## src/rtl/sha3_pad_pkg.sv

```systemverilog
// Shared constants, encodings and the rate lookup for the multi-rate SHA3 padder.
package sha3_pad_pkg;

  localparam int          MAX_WORDS = 18;
  localparam logic [7:0]  PAD_END   = 8'h80;

  typedef enum logic [1:0] {
    MODE_224 = 2'd0,
    MODE_256 = 2'd1,
    MODE_384 = 2'd2,
    MODE_512 = 2'd3
  } mode_e;

  typedef enum logic [1:0] {
    ST_ACCUM = 2'd0,
    ST_EMIT  = 2'd1,
    ST_DONE  = 2'd2
  } state_e;

  // Rate in 64-bit words for each SHA3 output size.
  function automatic logic [4:0] rate_words(input logic [1:0] mode);
    case (mode)
      MODE_224: rate_words = 5'd18;
      MODE_256: rate_words = 5'd17;
      MODE_384: rate_words = 5'd13;
      default:  rate_words = 5'd9;
    endcase
  endfunction

endpackage

```

## src/rtl/sha3_pad_lastword.sv

```systemverilog
// Pads the final message word: keeps the first b bytes, inserts the
// domain-separation byte at position b and zeroes the rest.
module sha3_pad_lastword (
  input  logic [63:0] data,
  input  logic [2:0]  byteNum,
  input  logic [7:0]  dsByte,
  input  logic        isFinal,
  output logic [63:0] padded
);

  // Byte 0 sits in [63:56]; non-final words pass through untouched.
  always_comb begin
    padded = data;
    if (isFinal) begin
      for (int i = 0; i < 8; i++) begin
        if (3'(i) == byteNum)      padded[63-8*i -: 8] = dsByte;
        else if (3'(i) > byteNum)  padded[63-8*i -: 8] = 8'h00;
      end
    end
  end

endmodule

```

## src/rtl/sha3_multirate_padder.sv

```systemverilog
// Multi-rate SHA3 input padder: gathers 64-bit words into rate-sized blocks,
// applies pad10*1 on the last word and hands blocks over a valid/ack handshake.
module sha3_multirate_padder
  import sha3_pad_pkg::*;
#(
  parameter logic [1:0] DEFAULT_MODE = 2'd3,
  parameter logic [7:0] DS_BYTE      = 8'h06
) (
  input  logic          ICLK,
  input  logic          IRST_N,
  input  logic          ISTART,
  input  logic [1:0]    IMODE,
  input  logic [63:0]   IDATA,
  input  logic          IREADY,
  input  logic          ILAST,
  input  logic [2:0]    IBYTE_NUM,
  output logic          OBUFFER_FULL,
  output logic [1151:0] OBLOCK,
  output logic          OBLOCK_VALID,
  output logic          OLAST_BLOCK,
  input  logic          IBLOCK_ACK
);

  state_e                         state, stateNext;
  logic [4:0]                     cnt;
  logic [1:0]                     mode;
  logic                           lastBlk;
  logic [MAX_WORDS-1:0][63:0]     blockBuf, bufNext;
  logic [63:0]                    padWord;
  logic [4:0]                     rateM1;
  logic                           accept;

  assign rateM1 = rate_words(mode) - 5'd1;
  // ISTART wins over any word presented in the same cycle.
  assign accept = (state == ST_ACCUM) && IREADY && !ISTART;

  sha3_pad_lastword uLastWord (
    .data    (IDATA),
    .byteNum (IBYTE_NUM),
    .dsByte  (DS_BYTE),
    .isFinal (ILAST),
    .padded  (padWord)
  );

  // Buffer image after accepting the current word. Words beyond cnt are
  // already zero because the buffer is cleared whenever a block starts.
  always_comb begin
    bufNext = blockBuf;
    for (int k = 0; k < MAX_WORDS; k++) begin
      if (5'(k) == cnt) bufNext[k] = padWord;
      if (ILAST && 5'(k) == rateM1) bufNext[k][7:0] = bufNext[k][7:0] | PAD_END;
    end
  end

  // Next-state logic.
  always_comb begin
    stateNext = state;
    if (ISTART) begin
      stateNext = ST_ACCUM;
    end else begin
      case (state)
        ST_ACCUM: if (accept && (ILAST || cnt == rateM1)) stateNext = ST_EMIT;
        ST_EMIT:  if (IBLOCK_ACK) stateNext = lastBlk ? ST_DONE : ST_ACCUM;
        default:  stateNext = state;
      endcase
    end
  end

  // State register.
  always_ff @(posedge ICLK or negedge IRST_N) begin
    if (!IRST_N) state <= ST_ACCUM;
    else         state <= stateNext;
  end

  // Block buffer, word counter, latched mode and last-block flag.
  always_ff @(posedge ICLK or negedge IRST_N) begin
    if (!IRST_N) begin
      blockBuf <= '0;
      cnt      <= '0;
      mode     <= DEFAULT_MODE;
      lastBlk  <= 1'b0;
    end else if (ISTART) begin
      blockBuf <= '0;
      cnt      <= '0;
      mode     <= IMODE;
      lastBlk  <= 1'b0;
    end else if (accept) begin
      blockBuf <= bufNext;
      cnt      <= cnt + 5'd1;
      lastBlk  <= ILAST;
    end else if (state == ST_EMIT && IBLOCK_ACK && !lastBlk) begin
      blockBuf <= '0;
      cnt      <= '0;
    end
  end

  // Word k of the block occupies the k-th 64-bit slice from the top.
  for (genvar k = 0; k < MAX_WORDS; k++) begin : gWord
    assign OBLOCK[1151-64*k -: 64] = blockBuf[k];
  end

  assign OBLOCK_VALID = (state == ST_EMIT);
  assign OBUFFER_FULL = (state == ST_EMIT);
  assign OLAST_BLOCK  = (state == ST_EMIT) && lastBlk;

endmodule

```

## config.mk

```make
export PLATFORM = sky130hd
export DESIGN_NAME = sha3_multirate_padder
export DESIGN_NICKNAME = d
export VERILOG_FILES = /design/src/rtl/sha3_pad_pkg.sv /design/src/rtl/sha3_pad_lastword.sv /design/src/rtl/sha3_multirate_padder.sv
export SDC_FILE = /design/constraint.sdc
export NUM_CORES = 2
export LEC_CHECK = 0
export BUFFER_PORTS_ARGS = -buffer_cell sky130_fd_sc_hd__buf_2
export CAP_MARGIN = 20
export CORE_AREA = 4 4 480 482
export CTS_CLUSTER_DIAMETER = 200
export DETAILED_ROUTE_END_ITERATION = 8
export DIE_AREA = 0 0 484 486
export GPL_TIMING_DRIVEN = 1
export SETUP_SLACK_MARGIN = 0.15
export SKIP_LAST_GASP = 1
export SLEW_MARGIN = 20
export SYNTH_ARGS = -nofsm -noshare
export SYNTH_HDL_FRONTEND = slang
export SYNTH_SLANG_ARGS = --single-unit
```

## constraint.sdc

```tcl
create_clock -name ICLK -period 3.3 [get_ports ICLK]
set_input_delay 0.66 -clock ICLK [delete_from_list [all_inputs] [get_ports ICLK]]
set_output_delay 0.66 -clock ICLK [all_outputs]
set_load 0.1 [all_outputs]
```

# [After elaboration in Yosys (flattened, before gate mapping)]
# Index checks and enable logic that the tools add are counted.
# Widths: inputs -> output; s select.
[classes] mux=67 n_eq_ne=83 addsub=2 reduce_logical=72 magnitude_cmp=8
[op_table] op="$mux 1152" count=3
[op_table] op="$mux 64" count=19
[op_table] op="$mux 8" count=34
[op_table] op="$eq 4x5->1 const A" count=16
[op_table] op="$ne 4x2->1 const B" count=18
[op_table] op="$reduce_and 2->1" count=36
[op_table] op="$ne 3x2->1 const B" count=20
[op_table] op="$eq 3x5->1 const A" count=8
[op_table] op="$logic_and 1x1->1" count=24
[op_table] op="$eq 2x5->1 const A" count=4
[op_table] op="$eq 5x5->1 const A" count=4
[op_table] op="$mux 5" count=3
[op_table] op="$pmux 5 s3" count=1
[op_table] op="$eq 3x3->1 const A" count=4
[op_table] op="$gt 3x3->1 const A" count=4
[op_table] op="$eq 1x5->1 const A" count=2
[op_table] op="$logic_not 5->1" count=2
[op_table] op="$mux 2" count=4
[op_table] op="$eq 2x3->1 const A" count=2
[op_table] op="$gt 1x3->1 const A" count=2
[op_table] op="$gt 2x3->1 const A" count=2
[op_table] op="$reduce_bool 3->1" count=2
[op_table] op="$add 5x1->5 const B" count=1
[op_table] op="$eq 5x5->1" count=1
[op_table] op="12 further kinds" count=16
[word_totals] output_inout_bits=1155 regBits=1162 word_cells=290 inputBits=75

# [Depth between registers and ports, before layout]
[depth] word_depth=9 depth_mapped=9 ltp_nobuf=6

# [Hierarchy]
# Synthesis repeated with hierarchy kept, for this count alone.
[unflattened] hier_cells=3389 area_unflattened_um2=43370.3
[by_module_without_submodules] module="sha3_multirate_padder" seq_area_each_um2=29080.4 n_inst=1 area_per_inst_um2=42210.5 cells_each=3199
[by_module_without_submodules] module="sha3_pad_lastword" seq_area_each_um2=0.0 n_inst=1 area_per_inst_um2=1159.9 cells_each=190

# [Worst setup path before layout]
# OpenSTA, ideal clock, no wires.
[synth_timing] path_kind="reg2out" from="reg state[0]" to="out OLAST_BLOCK" path_buffers=1 path_slack_ns=-0.176 arrival_ns=2.816 stages_incl_launch_ff=4 path_cell_list="dfrtp_1 clkbuf_2 nor2b_1 and2_1"
[synth_via] elab_chain_cells=2
[synth_rtl] item="from (decl)" line_no="sha3_multirate_padder.sv:24" source="state_e state, stateNext;"
[synth_rtl] item="from (signal assigned)" line_no="sha3_multirate_padder.sv:72" source="else state <= stateNext;"
[synth_rtl] item="$eq 2x1->1"
[synth_rtl] item="net OBLOCK_VALID" line_no="sha3_multirate_padder.sv:19" source="output logic OBLOCK_VALID,"
[synth_rtl] item="$logic_and 1x1->1" line_no="sha3_multirate_padder.sv:104" source="assign OLAST_BLOCK = (state == ST_EMIT) && lastBlk;"
[synth_rtl] item="to (decl)" line_no="sha3_multirate_padder.sv:20" source="output logic OLAST_BLOCK,"
# The timed path passes the listed nets, and every way through them passes these cells.

# [Final worst setup path]
[layout_timing] from="reg state[0]" to="out OLAST_BLOCK"
[layout_via] elab_chain_cells=2
[layout_rtl] item="$eq 2x1->1" line_no="sha3_multirate_padder.sv:104"
[layout_rtl] item="$logic_and 1x1->1" line_no="sha3_multirate_padder.sv:104"
# No other way between the ends.

==> impl_metrics.toml <==
[finish]
areaGrowthSynthToFinish_pct = 35.9
final_cells = 7467
regArea_sq_um = 29100
finalNetCount = 4407
layout-drive-gt1-share_pct = 55.6
fillers = 23388
fin_util_pct = 26.6
layout_common_cells = "buf_2, dfrtp_1, mux2_2, nand2_1, a22o_1"
multi_input_area_sq_um = 14100
design_area_sq_um = 60200
layout_commonest_cell = "buf_2"

[die]
start_util_pct = 19.6
core-area_sq_um = 226000
die_area_sq_um = 235000
num_rows = 175
die_x_um = 484
io_pins = 1230
die_y_um = 486

[clock_network]
cts_buffers = 133
clockBufferDepth = 3
clock_latency_ns = 0.78
cts-root-buf = "clkbuf_16"
htree_levels = 4
clk_pin_slew_worst_paths_ns = 0.06
cts_sinks = 1162
cts_tree = "yes"

[route]
wl_per_cell_um = 27.7
totalWireLength_um = 207000
route.detailed.drc = 0
avgViaCountPerCell = 4.28
drt_iter0_drc = 2083
final_antenna_net_count = 0
vias = 31970
drt_first_pass_iters = 7

[pwr]
total_power_mw = 40.5
p_comb_share_pct = 23.7
seq_power_share_pct = 38.0
power_density_nw_per_um2 = 672
swShare_pct = 36.5
p_sw_mw = 14.8
intPower_mw = 25.7
p_leak_nw = 31.9
clkPwrFrac_pct = 38.3
peakVddDrop_v = 0.000476

[yosys]
async_flop_share_pct = 100
synth_top_family_by_area = "multiplexers"
synth_compound_gate_area_share_pct = 7.68
synth_warnings = 0
synth_xor_area_share_pct = 0
yosysSeqAreaShare_pct = 65.7
yosys_register_bits = 1162
synth_nets = 3070
yosys_most_used_dff = "dfrtp_1"
synth_fa_ha_area_share_pct = 0.141
synthCells = 2990
synth.distinct_cells = 62
synth_edf_count = 0
netlist_area_sq_um = 44300
synth-simple-area-share_pct = 3.86
synth_mux_area_share_pct = 19.6
syn_avg_cell_area_sq_um = 14.8

[placed_design]
gp_congestion = 0.852
portBuffers = 1229
dp_hpwl_um = 155000
dp_cells = 7199
dp_slack_ns = 0.174
place_area_sq_um = 55500

[worst_setup_path]
cp.required_ns = 2.64
critPathKind = "register to output port"
slowest_delay_ns = 0.56
cp-end-kind = "output port"
crit_path_top_delay_cell = "dfrtp_1"
startpoint_type = "register"
crit_path_cell_trace = "nor2b_2, and2_1, buf_4"
worstPathMaxFanout = 7
cp.arrival_ns = 2.33

[timing]
hold_viol_final = 0
setup_viol_count_final = 0
worstMarginPinSlew_ns = 1.12
holdWs_ns = 0.128
fin_crit_sh_pct = 90.6
min_period_ns = 2.99
drv_slew = 0
fin_ws_ns = 0.309
rsz0062_at_grt = "false"
slew_headroom_pct = 25.4
fmax_mhz = 334
finClkSkew_ns = 0.0296
setup_tns_ns = 0

[flow_run]
maxCapViolCount = 0

[global_route]
met1_usage_pct = 21.1
met3_usage_pct = 5.52
grt_usage_pct = 17.1
busiest_layer = "met2"
grt-ovfl-total = 0
grt_max_degree = 102
grt_util_met2_pct = 27.0
grt_pass1_vias = 33346
grt_pass1_wl_um = 282000
grt_antenna_before_repair = 44

[hold_path]
hp-class = "primary input to register"

[outcome]
status = "complete, no violations"
power by group through the flow:
stage	clock network, mW	registers [mW]	logic (mW)
floorplan	0	20.8	1.69
global placement	0	15.6	9.70
detailed placement	0	15.6	9.73
CTS	16.0	15.4	9.74
global route	16.5	15.4	9.91
finish	15.5	15.4	9.61
cell usage after synthesis (13+ instances only):
master / n / share of area, %
mux2_1: 44 / 1.1
dfrtp_1: 1160 / 66
clkbuf_1: 66 / 0.56
o21ai_0: 173 / 2.0
clkbuf_2: 21 / 0.24
a22o_1: 206 / 4.1
nor2_1: 17 / 0.14
buf_2: 99 / 1.1
and2_1: 24 / 0.34
mux2_2: 726 / 18
a21o_1: 13 / 0.22
nand2_1: 232 / 2.0
buf_6: 23 / 0.58
buf_4: 28 / 0.47
layout make-up:
| cell class | instances | share of cell area [%] |
|---|---|---|
| Timing Repair Buffer | 1441 | 14.3 |
| Antenna cell | 27 | 0.112 |
| Multi-Input combinational cell | 1585 | 23.4 |
| Inverter | 4 | 0.0249 |
| Clock inverter | 49 | 1.18 |
| Sequential cell | 1162 | 48.3 |
| Tap cell | 3009 | 6.26 |
| Clock buffer | 190 | 6.44 |
critical path, delay by kind of cell (launching register included):
| family | cells | cell delay, ns |
|---|---|---|
| flops | 1 | 0.56 |
| simple gates | 2 | 0.65 |
| buf+inv | 1 | 0.33 |
timing repair:
action	in CTS	in global routing
hold endpoints to repair	64	0
setup buffers	0	0
endpoints found under the setup margin	1	0
resized for setup	1	0
hold buffers	1	0
flip-flops by register name, summed over array words and instances (netlist names):
| register | flops |
|---|---|
| OBLOCK | 1152 |
| cnt | 5 |
| mode | 2 |
| state | 2 |
| lastBlk | 1 |
final timing paths:
| path | cells past startpoint | slack (ns) | start | endpoint |
|---|---|---|---|---|
| worst max-delay path | 3 | 0.31 | state[0] | OLAST_BLOCK |
| worst min-delay path | 2 | 0.13 | IMODE[0] | mode[0] |
| worst max register to register | 7 | 0.41 | state[1] | OBLOCK[407] |
| worst min register to register | 2 | 0.47 | OBLOCK[60] | OBLOCK[60] |
| max in group asynchronous | 3 | 1.58 | IRST_N | OBLOCK[499] |
| min in group asynchronous | 2 | 0.55 | IRST_N | OBLOCK[19] |
layer usage:
metal	vias to the layer above	wire (um)
met5	-	91
met4	14	10100
met3	348	19000
met2	1622	94400
met1	16686	83700
li1	13300	-
logic make-up (layout without fill, tap and decap cells):
| logic type | Yosys count | after routing |
|---|---|---|
| flops | 1162 | 1162 |
| mux | 773 | 773 |
| compound gates | 455 | 455 |
| simple gates | 352 | 352 |
| buf+inv | 243 | 1684 |
| fa+ha+maj | 5 | 5 |
| other cells | 0 | 27 |
(Power assumes the default switching activity.)
